## config.mk

```make
export PLATFORM = sky130hd
export DESIGN_NAME = cdb_arbiter_flat
export DESIGN_NICKNAME = d
export VERILOG_FILES = /design/src/rtl/cdb_arbiter_if.sv /design/src/rtl/cdb_arbiter.sv /design/src/flat_wrapper.sv
export SDC_FILE = /design/constraint.sdc
export NUM_CORES = 1
export LEC_CHECK = 0
export BUFFER_PORTS_ARGS = -buffer_cell sky130_fd_sc_hd__buf_2
export CORE_MARGIN = 3
export CORE_UTILIZATION = 45
export CTS_BUF_LIST = sky130_fd_sc_hd__clkbuf_8 sky130_fd_sc_hd__clkbuf_16
export DETAILED_ROUTE_END_ITERATION = 8
export GPL_ROUTABILITY_DRIVEN = 0
export PLACE_DENSITY = 0.65
export SLEW_MARGIN = 20
export SYNTH_ARGS = -nofsm -noshare
export SYNTH_HDL_FRONTEND = slang
export SYNTH_SLANG_ARGS = --single-unit
```

## constraint.sdc

```tcl
create_clock -name clk -period 3.6 [get_ports clk]
set_input_delay 0.72 -clock clk [delete_from_list [all_inputs] [get_ports clk]]
set_output_delay 0.72 -clock clk [all_outputs]
set_load 0.1 [all_outputs]
```

## src/rtl/cdb_arbiter_if.sv

```systemverilog
// Bundles the handshake, control and broadcast signals of the CDB arbiter.
// Latency: none, this is wiring only.
// Backpressure: requesters see x_ready from the arbiter and must hold offers while it is low.
interface cdb_arbiter_if #(
    parameter int ROB_ID_W = 4
);
    logic                rdy;
    logic                clear;

    logic                alu_valid;
    logic [ROB_ID_W-1:0] alu_rob_id;
    logic [31:0]         alu_value;
    logic                alu_ready;

    logic                lsb_valid;
    logic [ROB_ID_W-1:0] lsb_rob_id;
    logic [31:0]         lsb_value;
    logic                lsb_ready;

    logic                cdb_valid;
    logic [ROB_ID_W-1:0] cdb_rob_id;
    logic [31:0]         cdb_value;
    logic                cdb_src;

    // Arbiter side
    modport slave (
        input  rdy, clear,
        input  alu_valid, alu_rob_id, alu_value,
        input  lsb_valid, lsb_rob_id, lsb_value,
        output alu_ready, lsb_ready,
        output cdb_valid, cdb_rob_id, cdb_value, cdb_src
    );

    // Requester / consumer side
    modport master (
        output rdy, clear,
        output alu_valid, alu_rob_id, alu_value,
        output lsb_valid, lsb_rob_id, lsb_value,
        input  alu_ready, lsb_ready,
        input  cdb_valid, cdb_rob_id, cdb_value, cdb_src
    );
endinterface

```

## src/rtl/cdb_arbiter.sv

```systemverilog
// Merges ALU and LSB results onto one common data bus through per-source FIFOs and round-robin.
// Latency: entry pushed at edge k is broadcast after edge k+1 at the earliest (no bypass).
// Backpressure: x_ready drops when that FIFO is full; rdy=0 freezes everything, clear flushes.
module cdb_arbiter #(
    parameter int ROB_ID_W = 4,
    parameter int DEPTH    = 2
) (
    input  logic          clk,
    input  logic          rst,
    cdb_arbiter_if.slave  bus
);
    localparam int PTR_W = (DEPTH > 1) ? $clog2(DEPTH) : 1;
    localparam int CNT_W = $clog2(DEPTH + 1);
    localparam logic [CNT_W-1:0] FULL_CNT = CNT_W'(DEPTH);

    typedef struct packed {
        logic [ROB_ID_W-1:0] rob_id;
        logic [31:0]         value;
    } entry_t;

    entry_t              r_alu_mem [DEPTH];
    entry_t              r_lsb_mem [DEPTH];
    logic [PTR_W-1:0]    r_alu_wptr, r_alu_rptr;
    logic [PTR_W-1:0]    r_lsb_wptr, r_lsb_rptr;
    logic [CNT_W-1:0]    r_alu_cnt,  r_lsb_cnt;
    logic                r_last_grant;   // 0 = ALU, 1 = LSB
    logic                r_cdb_valid;
    logic [ROB_ID_W-1:0] r_cdb_rob_id;
    logic [31:0]         r_cdb_value;
    logic                r_cdb_src;

    logic   w_go;
    logic   w_alu_ready, w_lsb_ready;
    logic   w_alu_ne, w_lsb_ne;
    logic   w_grant_lsb;
    logic   w_alu_push, w_lsb_push;
    logic   w_alu_pop, w_lsb_pop;
    entry_t w_pop_entry;

    // Ready comes from registered counts only, so a same-cycle pop never frees a slot early.
    assign w_alu_ready = (r_alu_cnt != FULL_CNT);
    assign w_lsb_ready = (r_lsb_cnt != FULL_CNT);
    assign w_alu_ne    = (r_alu_cnt != '0);
    assign w_lsb_ne    = (r_lsb_cnt != '0);

    // Activity only when enabled and not flushing; a flush cycle discards offers.
    assign w_go        = bus.rdy & ~bus.clear;

    // LSB wins if it is the only non-empty FIFO, or on a tie when the ALU won last.
    assign w_grant_lsb = w_lsb_ne & (~w_alu_ne | ~r_last_grant);
    assign w_alu_pop   = w_go & w_alu_ne & ~w_grant_lsb;
    assign w_lsb_pop   = w_go & w_grant_lsb;
    assign w_alu_push  = w_go & bus.alu_valid & w_alu_ready;
    assign w_lsb_push  = w_go & bus.lsb_valid & w_lsb_ready;
    assign w_pop_entry = w_grant_lsb ? r_lsb_mem[r_lsb_rptr] : r_alu_mem[r_alu_rptr];

    // FIFO storage; contents need no reset because counts gate every read.
    always_ff @(posedge clk) begin
        if (w_alu_push) begin
            r_alu_mem[r_alu_wptr] <= '{rob_id: bus.alu_rob_id, value: bus.alu_value};
        end
        if (w_lsb_push) begin
            r_lsb_mem[r_lsb_wptr] <= '{rob_id: bus.lsb_rob_id, value: bus.lsb_value};
        end
    end

    // ALU FIFO pointers and occupancy; a simultaneous push and pop leaves the count unchanged.
    always_ff @(posedge clk or negedge rst) begin
        if (!rst) begin
            r_alu_wptr <= '0;
            r_alu_rptr <= '0;
            r_alu_cnt  <= '0;
        end else if (bus.rdy) begin
            if (bus.clear) begin
                r_alu_wptr <= '0;
                r_alu_rptr <= '0;
                r_alu_cnt  <= '0;
            end else begin
                if (w_alu_push) r_alu_wptr <= r_alu_wptr + PTR_W'(1);
                if (w_alu_pop)  r_alu_rptr <= r_alu_rptr + PTR_W'(1);
                case ({w_alu_push, w_alu_pop})
                    2'b10:   r_alu_cnt <= r_alu_cnt + CNT_W'(1);
                    2'b01:   r_alu_cnt <= r_alu_cnt - CNT_W'(1);
                    default: r_alu_cnt <= r_alu_cnt;
                endcase
            end
        end
    end

    // LSB FIFO pointers and occupancy, same scheme as the ALU side.
    always_ff @(posedge clk or negedge rst) begin
        if (!rst) begin
            r_lsb_wptr <= '0;
            r_lsb_rptr <= '0;
            r_lsb_cnt  <= '0;
        end else if (bus.rdy) begin
            if (bus.clear) begin
                r_lsb_wptr <= '0;
                r_lsb_rptr <= '0;
                r_lsb_cnt  <= '0;
            end else begin
                if (w_lsb_push) r_lsb_wptr <= r_lsb_wptr + PTR_W'(1);
                if (w_lsb_pop)  r_lsb_rptr <= r_lsb_rptr + PTR_W'(1);
                case ({w_lsb_push, w_lsb_pop})
                    2'b10:   r_lsb_cnt <= r_lsb_cnt + CNT_W'(1);
                    2'b01:   r_lsb_cnt <= r_lsb_cnt - CNT_W'(1);
                    default: r_lsb_cnt <= r_lsb_cnt;
                endcase
            end
        end
    end

    // Broadcast register and round-robin state; last_grant starts at LSB so ALU wins the first tie.
    always_ff @(posedge clk or negedge rst) begin
        if (!rst) begin
            r_cdb_valid  <= 1'b0;
            r_cdb_rob_id <= '0;
            r_cdb_value  <= '0;
            r_cdb_src    <= 1'b0;
            r_last_grant <= 1'b1;
        end else if (bus.rdy) begin
            if (bus.clear) begin
                r_cdb_valid  <= 1'b0;
                r_last_grant <= 1'b1;
            end else if (w_alu_pop | w_lsb_pop) begin
                r_cdb_valid  <= 1'b1;
                r_cdb_rob_id <= w_pop_entry.rob_id;
                r_cdb_value  <= w_pop_entry.value;
                r_cdb_src    <= w_grant_lsb;
                r_last_grant <= w_grant_lsb;
            end else begin
                r_cdb_valid  <= 1'b0;
            end
        end
    end

    assign bus.alu_ready  = w_alu_ready;
    assign bus.lsb_ready  = w_lsb_ready;
    assign bus.cdb_valid  = r_cdb_valid;
    assign bus.cdb_rob_id = r_cdb_rob_id;
    assign bus.cdb_value  = r_cdb_value;
    assign bus.cdb_src    = r_cdb_src;
endmodule

```

## src/flat_wrapper.sv

```systemverilog
// flat-port wrapper written by rule: the top's interface ports become plain ports
module cdb_arbiter_flat 
#(
    parameter int ROB_ID_W = 4,
    parameter int DEPTH    = 2
)
  (clk, rst, bus_rdy, bus_clear, bus_alu_valid, bus_alu_rob_id, bus_alu_value, bus_lsb_valid, bus_lsb_rob_id, bus_lsb_value, bus_alu_ready, bus_lsb_ready, bus_cdb_valid, bus_cdb_rob_id, bus_cdb_value, bus_cdb_src);
  cdb_arbiter_if #(.ROB_ID_W(ROB_ID_W)) bus_i ();
  input  logic clk;
  input  logic rst;
  input wire logic [$bits(bus_i.rdy)-1:0] bus_rdy;
  input wire logic [$bits(bus_i.clear)-1:0] bus_clear;
  input wire logic [$bits(bus_i.alu_valid)-1:0] bus_alu_valid;
  input wire logic [$bits(bus_i.alu_rob_id)-1:0] bus_alu_rob_id;
  input wire logic [$bits(bus_i.alu_value)-1:0] bus_alu_value;
  input wire logic [$bits(bus_i.lsb_valid)-1:0] bus_lsb_valid;
  input wire logic [$bits(bus_i.lsb_rob_id)-1:0] bus_lsb_rob_id;
  input wire logic [$bits(bus_i.lsb_value)-1:0] bus_lsb_value;
  output wire logic [$bits(bus_i.alu_ready)-1:0] bus_alu_ready;
  output wire logic [$bits(bus_i.lsb_ready)-1:0] bus_lsb_ready;
  output wire logic [$bits(bus_i.cdb_valid)-1:0] bus_cdb_valid;
  output wire logic [$bits(bus_i.cdb_rob_id)-1:0] bus_cdb_rob_id;
  output wire logic [$bits(bus_i.cdb_value)-1:0] bus_cdb_value;
  output wire logic [$bits(bus_i.cdb_src)-1:0] bus_cdb_src;
  assign bus_i.rdy = bus_rdy;
  assign bus_i.clear = bus_clear;
  assign bus_i.alu_valid = bus_alu_valid;
  assign bus_i.alu_rob_id = bus_alu_rob_id;
  assign bus_i.alu_value = bus_alu_value;
  assign bus_i.lsb_valid = bus_lsb_valid;
  assign bus_i.lsb_rob_id = bus_lsb_rob_id;
  assign bus_i.lsb_value = bus_lsb_value;
  assign bus_alu_ready = bus_i.alu_ready;
  assign bus_lsb_ready = bus_i.lsb_ready;
  assign bus_cdb_valid = bus_i.cdb_valid;
  assign bus_cdb_rob_id = bus_i.cdb_rob_id;
  assign bus_cdb_value = bus_i.cdb_value;
  assign bus_cdb_src = bus_i.cdb_src;
  cdb_arbiter #(.ROB_ID_W(ROB_ID_W), .DEPTH(DEPTH)) u_core (.clk(clk), .rst(rst), .bus(bus_i));
endmodule
```

==> run_results.csv <==
group,metric,value,unit
outcome,status,"finished, final reports clean",
placement,dpl_cell_area,8530,um^2
timing,fin_crit,2.42,ns
flow_run,max_cap_violations,0,
worst_setup_path,cp_cell_sequence,"nand2b_1 > buf_2",
yosys,ys_types,40,
global_routing,gr-total-overflow,0,
timing,hold_ws,0.355,ns
detailed_routing,vias,4515,
timing,rsz0062_at_grt,"no",
worst_setup_path,cp_data_required_time,2.88,ns
global_routing,grtUsageTotal,17.9,%
cts,cts.sinks,191,
worst_setup_path,arrival,1.70,ns
timing,setup_viol,0,
yosys,synth_edf_count,144,
hold_path,hp-class,"in2async",
cts,htree_num_levels,4,
detailed_routing,routedWlPerCell,19.0,um
worst_setup_path,critPathMaxFanout,8,
yosys,syn-cell-area,7770,um^2
finish,final_cell_mix,"edfxtp_1, buf_2, nor2b_1",
cts,cts_root_buf,"clkbuf_16",
yosys,yosysTopAreaCell,"edfxtp_1",
worst_setup_path,reg2reg_depth,4,
timing,finalWorstSetupSlack,1.18,ns
cts,cts_tree,"done",
worst_setup_path,reg2reg_slack,1.36,ns
worst_setup_path,critical_path_class,"reg2out",
detailed_routing,ant_nets,0,
timing,skew,0.00859,ns
cts,clk_pin_slew,0.07,ns
global_routing,antenna_found_initial,2,
yosys,synth-main-ff-cell,"edfxtp_1",
detailed_routing,wl_met2,7850,um
global_routing,grt_start_max_net_pins,76,
worst_setup_path,cp-end-kind,"output pin",
cts,clock_path_buffers,2,
yosys,avgSynthCellArea,15.3,um^2
worst_setup_path,cp_slowest_stage_delay,0.52,ns
yosys,yosys-top-cells-area,"edfxtp_1, dfrtp_1, nor2b_1, o31ai_2, a211oi_1",
cts,numCtsBuffers,17,
finish,final_cells,852,
die,die_h,137,um
finish,layout.nets,696,
cts,clock_latency,0.43,ns
timing,slew_headroom,31.6,%
die,initial_core_util,46.4,%
yosys,synth_top_area_share,55.6,%
die,row_count,47,
detailed_routing,wl_met3,893,um
pwr,powerDensity,858,nW/um^2
pwr,p_leak,3.31,nW
finish,stdcell_area,9070,um^2
timing,period_share,67.2,%
finish,area_delta_synth_final,16.7,%
placement,place_ws,0.958,ns
yosys,netlist_instances,509,
yosys,ys_seq_area_share,70.8,%
worst_setup_path,cp-startpoint,"u_core.r_lsb_cnt[0]$_DFFE_PN0P_",
placement,placed_cells,819,
timing,hold_viol,0,
die,core_area,16800,um^2
yosys,async_flop_share,24.6,%
global_routing,grt_first_pass_wirelength,24900,um
worst_setup_path,rr_startpoint,"u_core.r_lsb_cnt[0]$_DFFE_PN0P_",
placement,hpwl,10700,um
detailed_routing,drtIter0Drc,260,
yosys,yosys_warnings,0,
placement,io_buffer_count,117,
worst_setup_path,slowest_stage,"dfrtp_1",
worst_setup_path,start_kind,"flip-flop",
finish,final_common_cell,"edfxtp_1",
detailed_routing,met1_length,6990,um
cts,postCtsHoldBufs,0,
timing,drv_slew,0,
cts,cts-resized-gates,0,
detailed_routing,drt-total-wl,16200,um
detailed_routing,routed.top_layer,"met5",
global_routing,grt_pass1_vias,4539,
cts,post-cts-setup-buffers,0,
die,fp.dieW,137,um
detailed_routing,first_pass_iters,4,
die,ios,118,
pwr,max-vdd-ir-drop,506,uV
finish,final_layout_size_suffix_gt1_share,34.1,%
timing,fmax,413,MHz
timing,fin_setup_tns,0,ns
die,die_area,18900,um^2
detailed_routing,drcViolationCount,0,
yosys,synth_nets,587,
detailed_routing,vias_per_cell,5.30,
timing,worst_slew_pin_slew,1.02,ns
yosys,ys_seq_elements,191,
==> kinds of logic (layout without fill, tap and decap cells) <==
logic type             after synthesis  after routing  synth area share, %
XOR/XNOR                             1              1                0.113
other                                0              1                    0
buffers and inverters               42            164                 3.25
AO/OA/AOI/OAI                      134            134                 16.0
AND/OR/NAND/NOR                    141            141                 9.90
flip-flops                         191            191                 70.8
==> synth_stat cells, drive strengths merged (4+ instances only) <==
master / instances
nor2: 11
a21oi: 4
dfrtp: 46
edfxtp: 144
clkbuf: 8
inv: 6
buf: 28
nand2b: 6
a211oi: 72
o22ai: 4
o21ai: 7
nor2b: 76
o31ai: 36
nand2: 40
==> stage by stage <==
step	power, W	utilization (%)
global route	0.00814	54.1
detailed placement	0.00615	50.9
global placement	0.00610	50.9
floorplan	0.00560	-
finish	0.00778	54.1
CTS	0.00786	54.1
==> layer usage <==
layer	track usage, %	up-vias
met5	0	-
met4	7.87	2
met3	4.64	32
met2	28.8	128
met1	23.1	2196
li1	-	2157
==> area by class of cell <==
cell class                 instances  area (um^2)
multi-input combinational        276         2060
fill                            1392         7690
antenna                            1         2.50
inverter                           6         22.5
timing repair buffer             126          666
clock inverter                    15          106
sequential                       191         5510
clock buffer                      17          425
tap                              220          275
==> worst paths after layout <==
path	end
max	bus_lsb_ready
min	u_core.bus.cdb_rob_id[1]$_DFFE_PN0P_
max reg2reg	u_core.r_lsb_mem[0][33]$_DFFE_PP_
min reg2reg	u_core.bus.cdb_value[14]$_DFFE_PN0P_
max in group asynchronous	u_core.bus.cdb_value[15]$_DFFE_PN0P_
min in group clk	u_core.bus.cdb_value[14]$_DFFE_PN0P_
==> registers in the layout, indices dropped and copies added (netlist names) <==
| signal | flops |
|---|---|
| u_core.r_alu_cnt | 2 |
| u_core.bus.cdb_src | 1 |
| u_core.bus.cdb_value | 32 |
| u_core.bus.cdb_rob_id | 4 |
| u_core.r_lsb_rptr | 1 |
| u_core.r_lsb_mem | 72 |
| u_core.r_alu_mem | 72 |
| u_core.r_last_grant | 1 |
| u_core.r_alu_wptr | 1 |
| u_core.r_lsb_cnt | 2 |
| u_core.r_lsb_wptr | 1 |
| u_core.r_alu_rptr | 1 |
| u_core.bus.cdb_valid | 1 |
==> power by group <==
part           switching (W)  internal, W
clock network       0.000775     0.000937
registers           0.000395      0.00267
logic                0.00235     0.000651
total                0.00352      0.00426
==> critical path: cells and delay by family (launching register included) <==
kind          cells  cell delay, ns
flops             1            0.52
buf+inv           1            0.48
simple gates      1            0.27
Power figures use the tool's default switching activity.
